--- config.mk ---
export PLATFORM = sky130hd
export DESIGN_NAME = dmem_arbiter_flat
export DESIGN_NICKNAME = d
export VERILOG_FILES = /design/src/rtl/dmem_arb_pkg.sv /design/src/rtl/dmem_arbiter_if.sv /design/src/rtl/rr_arb2.sv /design/src/rtl/dmem_arbiter.sv /design/src/flat_wrapper.sv
export SDC_FILE = /design/constraint.sdc
export NUM_CORES = 1
export LEC_CHECK = 0
export ABC_AREA = 1
export CAP_MARGIN = 0
export CORE_AREA = 2 2 117 119
export DETAILED_ROUTE_END_ITERATION = 6
export DIE_AREA = 0 0 119 121
export GPL_TIMING_DRIVEN = 0
export HOLD_SLACK_MARGIN = 0.15
export PLACE_DENSITY = 0.73
export SYNTH_ARGS = -nofsm -noshare
export SYNTH_HDL_FRONTEND = slang
export SYNTH_SLANG_ARGS = --single-unit
export TNS_END_PERCENT = 50
--- constraint.sdc ---
create_clock -name clk -period 3.4 [get_ports clk]
set_input_delay 0.68 -clock clk [delete_from_list [all_inputs] [get_ports clk]]
set_output_delay 0.68 -clock clk [all_outputs]
set_load 0.05 [all_outputs]
--- src/rtl/dmem_arb_pkg.sv ---
// rtl/dmem_arb_pkg.sv - shared types and port ids for the dmem arbiter
package dmem_arb_pkg;

    typedef enum logic [1:0] {
        IDLE  = 2'd0,
        LOCK0 = 2'd1,
        LOCK1 = 2'd2
    } arb_state_t;

    localparam logic PORT_CORE = 1'b0;
    localparam logic PORT_DBG  = 1'b1;

    function automatic arb_state_t lock_state(input logic port);
        return (port == PORT_DBG) ? LOCK1 : LOCK0;
    endfunction

endpackage

--- src/rtl/dmem_arbiter_if.sv ---
// rtl/dmem_arbiter_if.sv - one requester port of the dmem arbiter
interface dmem_arbiter_if #(
    parameter int ADDR_W = 32,
    parameter int DATA_W = 32
) ();
    logic              req;
    logic              we;
    logic              lock;
    logic [ADDR_W-1:0] addr;
    logic [DATA_W-1:0] wdata;
    logic              gnt;
    logic              rvalid;
    logic [DATA_W-1:0] rdata;

    modport master (
        output req, we, lock, addr, wdata,
        input  gnt, rvalid, rdata
    );

    modport slave (
        input  req, we, lock, addr, wdata,
        output gnt, rvalid, rdata
    );
endinterface

--- src/rtl/rr_arb2.sv ---
// rtl/rr_arb2.sv - two-input round-robin picker, one-hot grant
module rr_arb2
    import dmem_arb_pkg::*;
(
    input  logic [1:0] req,
    input  logic       last,
    output logic [1:0] gnt
);

    // On a tie the port that was not granted last wins.
    always_comb begin
        gnt = 2'b00;
        if (req[0] && (!req[1] || last == PORT_DBG)) begin
            gnt[0] = 1'b1;
        end else if (req[1]) begin
            gnt[1] = 1'b1;
        end
    end

endmodule

--- src/rtl/dmem_arbiter.sv ---
// rtl/dmem_arbiter.sv - shares single-port dmem between core and debug ports
module dmem_arbiter
    import dmem_arb_pkg::*;
#(
    parameter int ADDR_W   = 32,
    parameter int DATA_W   = 32,
    parameter int LOCK_MAX = 16
) (
    input  logic              clk,
    input  logic              rst,
    dmem_arbiter_if.slave     m0,
    dmem_arbiter_if.slave     m1,
    output logic              mem_we,
    output logic [ADDR_W-1:0] mem_addr,
    output logic [DATA_W-1:0] mem_wdata,
    input  logic [DATA_W-1:0] mem_rdata,
    output logic              lock_err
);

    localparam int CNT_W = $clog2(LOCK_MAX) + 1;
    localparam logic [CNT_W-1:0] CNT_LAST = CNT_W'(LOCK_MAX - 1);

    arb_state_t              state_q, state_d;
    logic                    last_gnt_q, last_gnt_d;
    logic [CNT_W-1:0]        lock_cnt_q, lock_cnt_d;
    logic                    lock_err_q, lock_err_d;
    logic [1:0]              rvalid_q, rvalid_d;
    logic [1:0][DATA_W-1:0]  rdata_q, rdata_d;

    logic [1:0] req;
    logic [1:0] we;
    logic [1:0] lck;
    logic [1:0] rr_gnt;
    logic [1:0] gnt;
    logic       gnt_port;
    logic       any_gnt;
    logic       owner;
    logic       release_lock;

    assign req = {m1.req,  m0.req};
    assign we  = {m1.we,   m0.we};
    assign lck = {m1.lock, m0.lock};

    rr_arb2 u_rr_arb2 (
        .req  (req),
        .last (last_gnt_q),
        .gnt  (rr_gnt)
    );

    always_comb begin
        state_d      = state_q;
        last_gnt_d   = last_gnt_q;
        lock_cnt_d   = lock_cnt_q;
        lock_err_d   = 1'b0;
        rvalid_d     = 2'b00;
        rdata_d      = rdata_q;
        gnt          = 2'b00;
        owner        = (state_q == LOCK1) ? PORT_DBG : PORT_CORE;
        release_lock = 1'b0;

        // While locked only the owner can be served.
        unique case (state_q)
            IDLE:    gnt = rr_gnt;
            LOCK0:   gnt[PORT_CORE] = req[PORT_CORE];
            LOCK1:   gnt[PORT_DBG]  = req[PORT_DBG];
            default: gnt = 2'b00;
        endcase
        if (rst) begin
            gnt = 2'b00;
        end

        gnt_port = gnt[1];
        any_gnt  = |gnt;

        if (any_gnt) begin
            last_gnt_d = gnt_port;
        end

        unique case (state_q)
            IDLE: begin
                if (any_gnt && lck[gnt_port]) begin
                    state_d    = lock_state(gnt_port);
                    lock_cnt_d = '0;
                end
            end
            LOCK0, LOCK1: begin
                release_lock = !req[owner] || (gnt[owner] && !lck[owner]);
                if (release_lock) begin
                    state_d = IDLE;
                end else if (lock_cnt_q == CNT_LAST) begin
                    // Forced release hands the next tie to the other port.
                    state_d    = IDLE;
                    lock_err_d = 1'b1;
                    last_gnt_d = owner;
                end else begin
                    lock_cnt_d = lock_cnt_q + 1'b1;
                end
            end
            default: state_d = IDLE;
        endcase

        for (int i = 0; i < 2; i++) begin
            if (gnt[i] && !we[i]) begin
                rvalid_d[i] = 1'b1;
                rdata_d[i]  = mem_rdata;
            end
        end
    end

    always_ff @(posedge clk) begin
        if (rst) begin
            state_q    <= IDLE;
            last_gnt_q <= PORT_DBG;
            lock_cnt_q <= '0;
            lock_err_q <= 1'b0;
            rvalid_q   <= 2'b00;
            rdata_q    <= '0;
        end else begin
            state_q    <= state_d;
            last_gnt_q <= last_gnt_d;
            lock_cnt_q <= lock_cnt_d;
            lock_err_q <= lock_err_d;
            rvalid_q   <= rvalid_d;
            rdata_q    <= rdata_d;
        end
    end

    always_comb begin
        mem_we    = 1'b0;
        mem_addr  = '0;
        mem_wdata = '0;
        if (any_gnt) begin
            mem_we    = we[gnt_port];
            mem_addr  = gnt_port ? m1.addr  : m0.addr;
            mem_wdata = gnt_port ? m1.wdata : m0.wdata;
        end
    end

    // A response still in flight when reset arrives is dropped immediately.
    assign m0.gnt    = gnt[0];
    assign m1.gnt    = gnt[1];
    assign m0.rvalid = rvalid_q[0] & ~rst;
    assign m1.rvalid = rvalid_q[1] & ~rst;
    assign m0.rdata  = rdata_q[0];
    assign m1.rdata  = rdata_q[1];
    assign lock_err  = lock_err_q & ~rst;

endmodule

--- src/flat_wrapper.sv ---
// flat-port wrapper written by rule: the top's interface ports become plain ports
module dmem_arbiter_flat import dmem_arb_pkg::*;
#(
    parameter int ADDR_W   = 32,
    parameter int DATA_W   = 32,
    parameter int LOCK_MAX = 16
)
  (clk, rst, mem_we, mem_addr, mem_wdata, mem_rdata, lock_err, m0_req, m0_we, m0_lock, m0_addr, m0_wdata, m0_gnt, m0_rvalid, m0_rdata, m1_req, m1_we, m1_lock, m1_addr, m1_wdata, m1_gnt, m1_rvalid, m1_rdata);
  dmem_arbiter_if #(.ADDR_W(ADDR_W), .DATA_W(DATA_W)) m0_i ();
  dmem_arbiter_if #(.ADDR_W(ADDR_W), .DATA_W(DATA_W)) m1_i ();
  input  logic clk;
  input  logic rst;
  output logic mem_we;
  output logic [ADDR_W-1:0] mem_addr;
  output logic [DATA_W-1:0] mem_wdata;
  input  logic [DATA_W-1:0] mem_rdata;
  output logic lock_err;
  input wire logic [$bits(m0_i.req)-1:0] m0_req;
  input wire logic [$bits(m0_i.we)-1:0] m0_we;
  input wire logic [$bits(m0_i.lock)-1:0] m0_lock;
  input wire logic [$bits(m0_i.addr)-1:0] m0_addr;
  input wire logic [$bits(m0_i.wdata)-1:0] m0_wdata;
  output wire logic [$bits(m0_i.gnt)-1:0] m0_gnt;
  output wire logic [$bits(m0_i.rvalid)-1:0] m0_rvalid;
  output wire logic [$bits(m0_i.rdata)-1:0] m0_rdata;
  input wire logic [$bits(m1_i.req)-1:0] m1_req;
  input wire logic [$bits(m1_i.we)-1:0] m1_we;
  input wire logic [$bits(m1_i.lock)-1:0] m1_lock;
  input wire logic [$bits(m1_i.addr)-1:0] m1_addr;
  input wire logic [$bits(m1_i.wdata)-1:0] m1_wdata;
  output wire logic [$bits(m1_i.gnt)-1:0] m1_gnt;
  output wire logic [$bits(m1_i.rvalid)-1:0] m1_rvalid;
  output wire logic [$bits(m1_i.rdata)-1:0] m1_rdata;
  assign m0_i.req = m0_req;
  assign m0_i.we = m0_we;
  assign m0_i.lock = m0_lock;
  assign m0_i.addr = m0_addr;
  assign m0_i.wdata = m0_wdata;
  assign m0_gnt = m0_i.gnt;
  assign m0_rvalid = m0_i.rvalid;
  assign m0_rdata = m0_i.rdata;
  assign m1_i.req = m1_req;
  assign m1_i.we = m1_we;
  assign m1_i.lock = m1_lock;
  assign m1_i.addr = m1_addr;
  assign m1_i.wdata = m1_wdata;
  assign m1_gnt = m1_i.gnt;
  assign m1_rvalid = m1_i.rvalid;
  assign m1_rdata = m1_i.rdata;
  dmem_arbiter #(.ADDR_W(ADDR_W), .DATA_W(DATA_W), .LOCK_MAX(LOCK_MAX)) u_core (.clk(clk), .rst(rst), .m0(m0_i), .m1(m1_i), .mem_we(mem_we), .mem_addr(mem_addr), .mem_wdata(mem_wdata), .mem_rdata(mem_rdata), .lock_err(lock_err));
endmodule
==> metrics <==
summed instance area of the synthesized netlist=3870 sq um; level count of the clock H-tree=3; flip-flop and latch count after synthesis=75; DP Worst Slack=-0.582 ns; I/O pin total=302; core footprint=13,100 sq um; Post-Syn Area per Cell=6.35 sq um; fraction of final layout cells sized beyond drive strength 1=0.125; GRT Residual Overflow=0; VDD IR max=0.337 mV; summed negative setup slack over all endpoints=0 ns; mean number of vias per cell=4.55; post-synthesis share of cell area spent on full adders, half adders and majority gates=0.0162; die area=14,400 sq um; Port Buffer Count=301; placed cell area=7100 sq um; post-synthesis compound-gate area fraction=0.184; final setup violation count=0; final antenna-violating net count=0; fraction of synthesized area in multiplexers=0; max_slew headroom=0.603; Die Y-Extent=121 um; Util after Layout=0.554; parity-gate share of the synthesized area counting xor and xnor cells=0; data required time of the critical path=2.72 ns; type of element capturing the critical path=output pin; TritonCTS clock tree=yes; final period demand of the worst path=3.27 ns; postcts setup bufs=0; maximum clock path buffer count=2; critical path class=in -> out; clock-pin slew on the worst setup and hold paths=0.05 ns; Final #Nets=1,094; die width=119 um; achievable clock frequency=0.305 GHz; combinational family with the most area after synthesis=simple AND/OR/NAND/NOR gates; weighted congestion reported at the end of routability-driven placement=0.901; total placed cells including tap cells=1,086; total wire length=17,400 um; outcome=finished, final reports clean; fraction of the cycle the final worst path needs=0.963; fin worst setup slack=0.125 ns; number of rows in the core area=42; Initial Utilization=0.295; DRC=0; global-route wire length before repair=25,600 um; cell count after synthesis=609; Yosys top cell area share=0.388; Global Route Usage Sum=0.229; number of global-route vias before repair=4,609; library cell with the largest summed area after synthesis=sky130_fd_sc_hd__dfxtp_1; worst min-delay path class=reg -> reg; Lkg Pwr=3.25 nW; drt first-iter violations=319; Synth area leaders=sky130_fd_sc_hd__dfxtp_1, sky130_fd_sc_hd__o21ai_0, sky130_fd_sc_hd__nand2_1, sky130_fd_sc_hd__nor2_1, sky130_fd_sc_hd__inv_1; number of pins with negative max-slew slack in the final report=0; initial antenna violation count=0; kind of start point of the critical path=input port; clk sink count=75; number of standard cells in the layout, taps in and fillers out=1,102; number of distinct library cell variants in the gate-level netlist after synthesis=24; number of warning messages in the yosys log=0; maximum fanout count along the critical path=10; Layout area overhead=87.6%; simple-gate share of the synthesized area=0.326; Post-Layout Inst Area=7250 sq um; worst hold margin=0.463 ns; final hold violations=0; Seq/Total Area, Yosys=0.388; vias post-DR=5,017; DPL Wire Length=13,900 um; total inserted antenna cells=0; Post-Syn Nets=782; Power Density=560 nW/um^2; average wire length per cell after detail routing=15.8 um; total of max-cap violations=0; arrival time reported for the critical path endpoint=2.59 ns; number of buffers inserted during clock tree synthesis=9; pin count of the biggest net entering global routing=13; Clk Latency, worst-skew pair=0.34 ns; clock skew after layout=0.00402 ns; pin slew with the least headroom to its limit=0.597 ns; CTS Root Cell=sky130_fd_sc_hd__clkbuf_16; total power consumption of the routed design=4.06 mW; First-pass DRT Iterations=5; RSZ-0062 raised after global routing=yes
critical path, stage by stage:
cell	delay (ns)
sky130_fd_sc_hd__clkdlybuf4s50_1	0.50
sky130_fd_sc_hd__inv_1	0.08
sky130_fd_sc_hd__nor2_2	0.13
sky130_fd_sc_hd__nand2_2	0.10
sky130_fd_sc_hd__buf_6	0.16
sky130_fd_sc_hd__inv_1	0.10
sky130_fd_sc_hd__clkdlybuf4s50_1	0.84
cells by family after synthesis:
kind of cell | after synthesis
simple gates | 317
compound gates | 141
flops | 75
buf+inv | 71
fa+ha+maj | 5
flip-flops by register name (all words and copies together), names as in the netlist:
signal,flops
u_core.last_gnt_q,1
u_core.lock_cnt_q,5
u_core.state_q,2
u_core.lock_err_q,1
u_core.m0.rdata,32
u_core.rvalid_q,2
u_core.m1.rdata,32
metal layers:
| metal | up-vias | GRT usage | part of all wire | routed length, um |
|---|---|---|---|---|
| met4 | 0 | 0.0878 | 0.023 | 398 |
| li1 | 2562 | - | - | - |
| met1 | 2231 | 0.273 | 0.42 | 7260 |
| met3 | 24 | 0.0719 | 0.087 | 1510 |
| met2 | 200 | 0.386 | 0.47 | 8260 |
| met5 | - | 0 | 0 | 0 |
worst paths after layout:
check	startpoint	end	slack, ns	cells after the start
worst max register to register	u_core.state_q[0]	u_core.m1.rdata[20]	1.59	10
worst max-delay path	m0_req	m0_gnt	0.13	7
worst min-delay path	u_core.lock_cnt_q[4]	u_core.lock_cnt_q[4]	0.46	2
worst min register to register	u_core.lock_cnt_q[4]	u_core.lock_cnt_q[4]	0.46	2
layout by cell type (no fill, tap or decap), types with 7 or more instances in the layout:
cell type,n
sky130_fd_sc_hd__nor2_1,136
sky130_fd_sc_hd__clkdlybuf4s50_1,234
sky130_fd_sc_hd__buf_2,37
sky130_fd_sc_hd__dfxtp_1,75
sky130_fd_sc_hd__o21ai_0,125
sky130_fd_sc_hd__clkbuf_16,9
sky130_fd_sc_hd__clkbuf_2,7
sky130_fd_sc_hd__a21oi_1,10
sky130_fd_sc_hd__clkbuf_1,11
sky130_fd_sc_hd__inv_1,29
sky130_fd_sc_hd__nand2_1,158
sky130_fd_sc_hd__nand3_1,9
sky130_fd_sc_hd__clkbuf_4,31
layout make-up:
type / count / area (sq um)
tap: 176 / 220
clock inverter: 3 / 67.6
sequential: 75 / 1500
timing repair buffer: 301 / 2810
buffer: 41 / 229
multi-input combinational: 463 / 2030
clock buffer: 13 / 280
inverter: 30 / 113
fill: 1305 / 5830
synthesized netlist by cell type:
cell type                     n
sky130_fd_sc_hd__nor3_1       1
sky130_fd_sc_hd__nand4_1      1
sky130_fd_sc_hd__nor2_2       3
sky130_fd_sc_hd__buf_2       18
sky130_fd_sc_hd__o21ai_0    126
sky130_fd_sc_hd__nand2_1    158
sky130_fd_sc_hd__buf_1        3
sky130_fd_sc_hd__nand3_1      9
sky130_fd_sc_hd__o21ai_1      3
sky130_fd_sc_hd__nor2_1     136
sky130_fd_sc_hd__nor2_8       1
sky130_fd_sc_hd__ha_1         5
sky130_fd_sc_hd__clkbuf_1    13
sky130_fd_sc_hd__a21oi_1     10
sky130_fd_sc_hd__buf_6        4
sky130_fd_sc_hd__nand3b_1     1
sky130_fd_sc_hd__nor2_4       2
sky130_fd_sc_hd__nand2_2      5
sky130_fd_sc_hd__o211ai_1     1
sky130_fd_sc_hd__o2111ai_1    1
sky130_fd_sc_hd__buf_4        3
sky130_fd_sc_hd__inv_2        1
sky130_fd_sc_hd__dfxtp_1     75
sky130_fd_sc_hd__inv_1       29
power breakdown:
part           leakage (nW)  internal, mW  switching (mW)
logic                  2.47         0.620            1.36
clock network         0.168         0.722           0.355
registers             0.611         0.966          0.0433
total                  3.25          2.31            1.76
timing repair:
item / CTS / global route
pin swaps: 0 / 0
hold endpoints to repair: 0 / 0
resized for setup: 218 / 149
setup endpoints to repair: 66 / 63
hold buffers: 0 / 0
(Power assumes the default switching activity.)
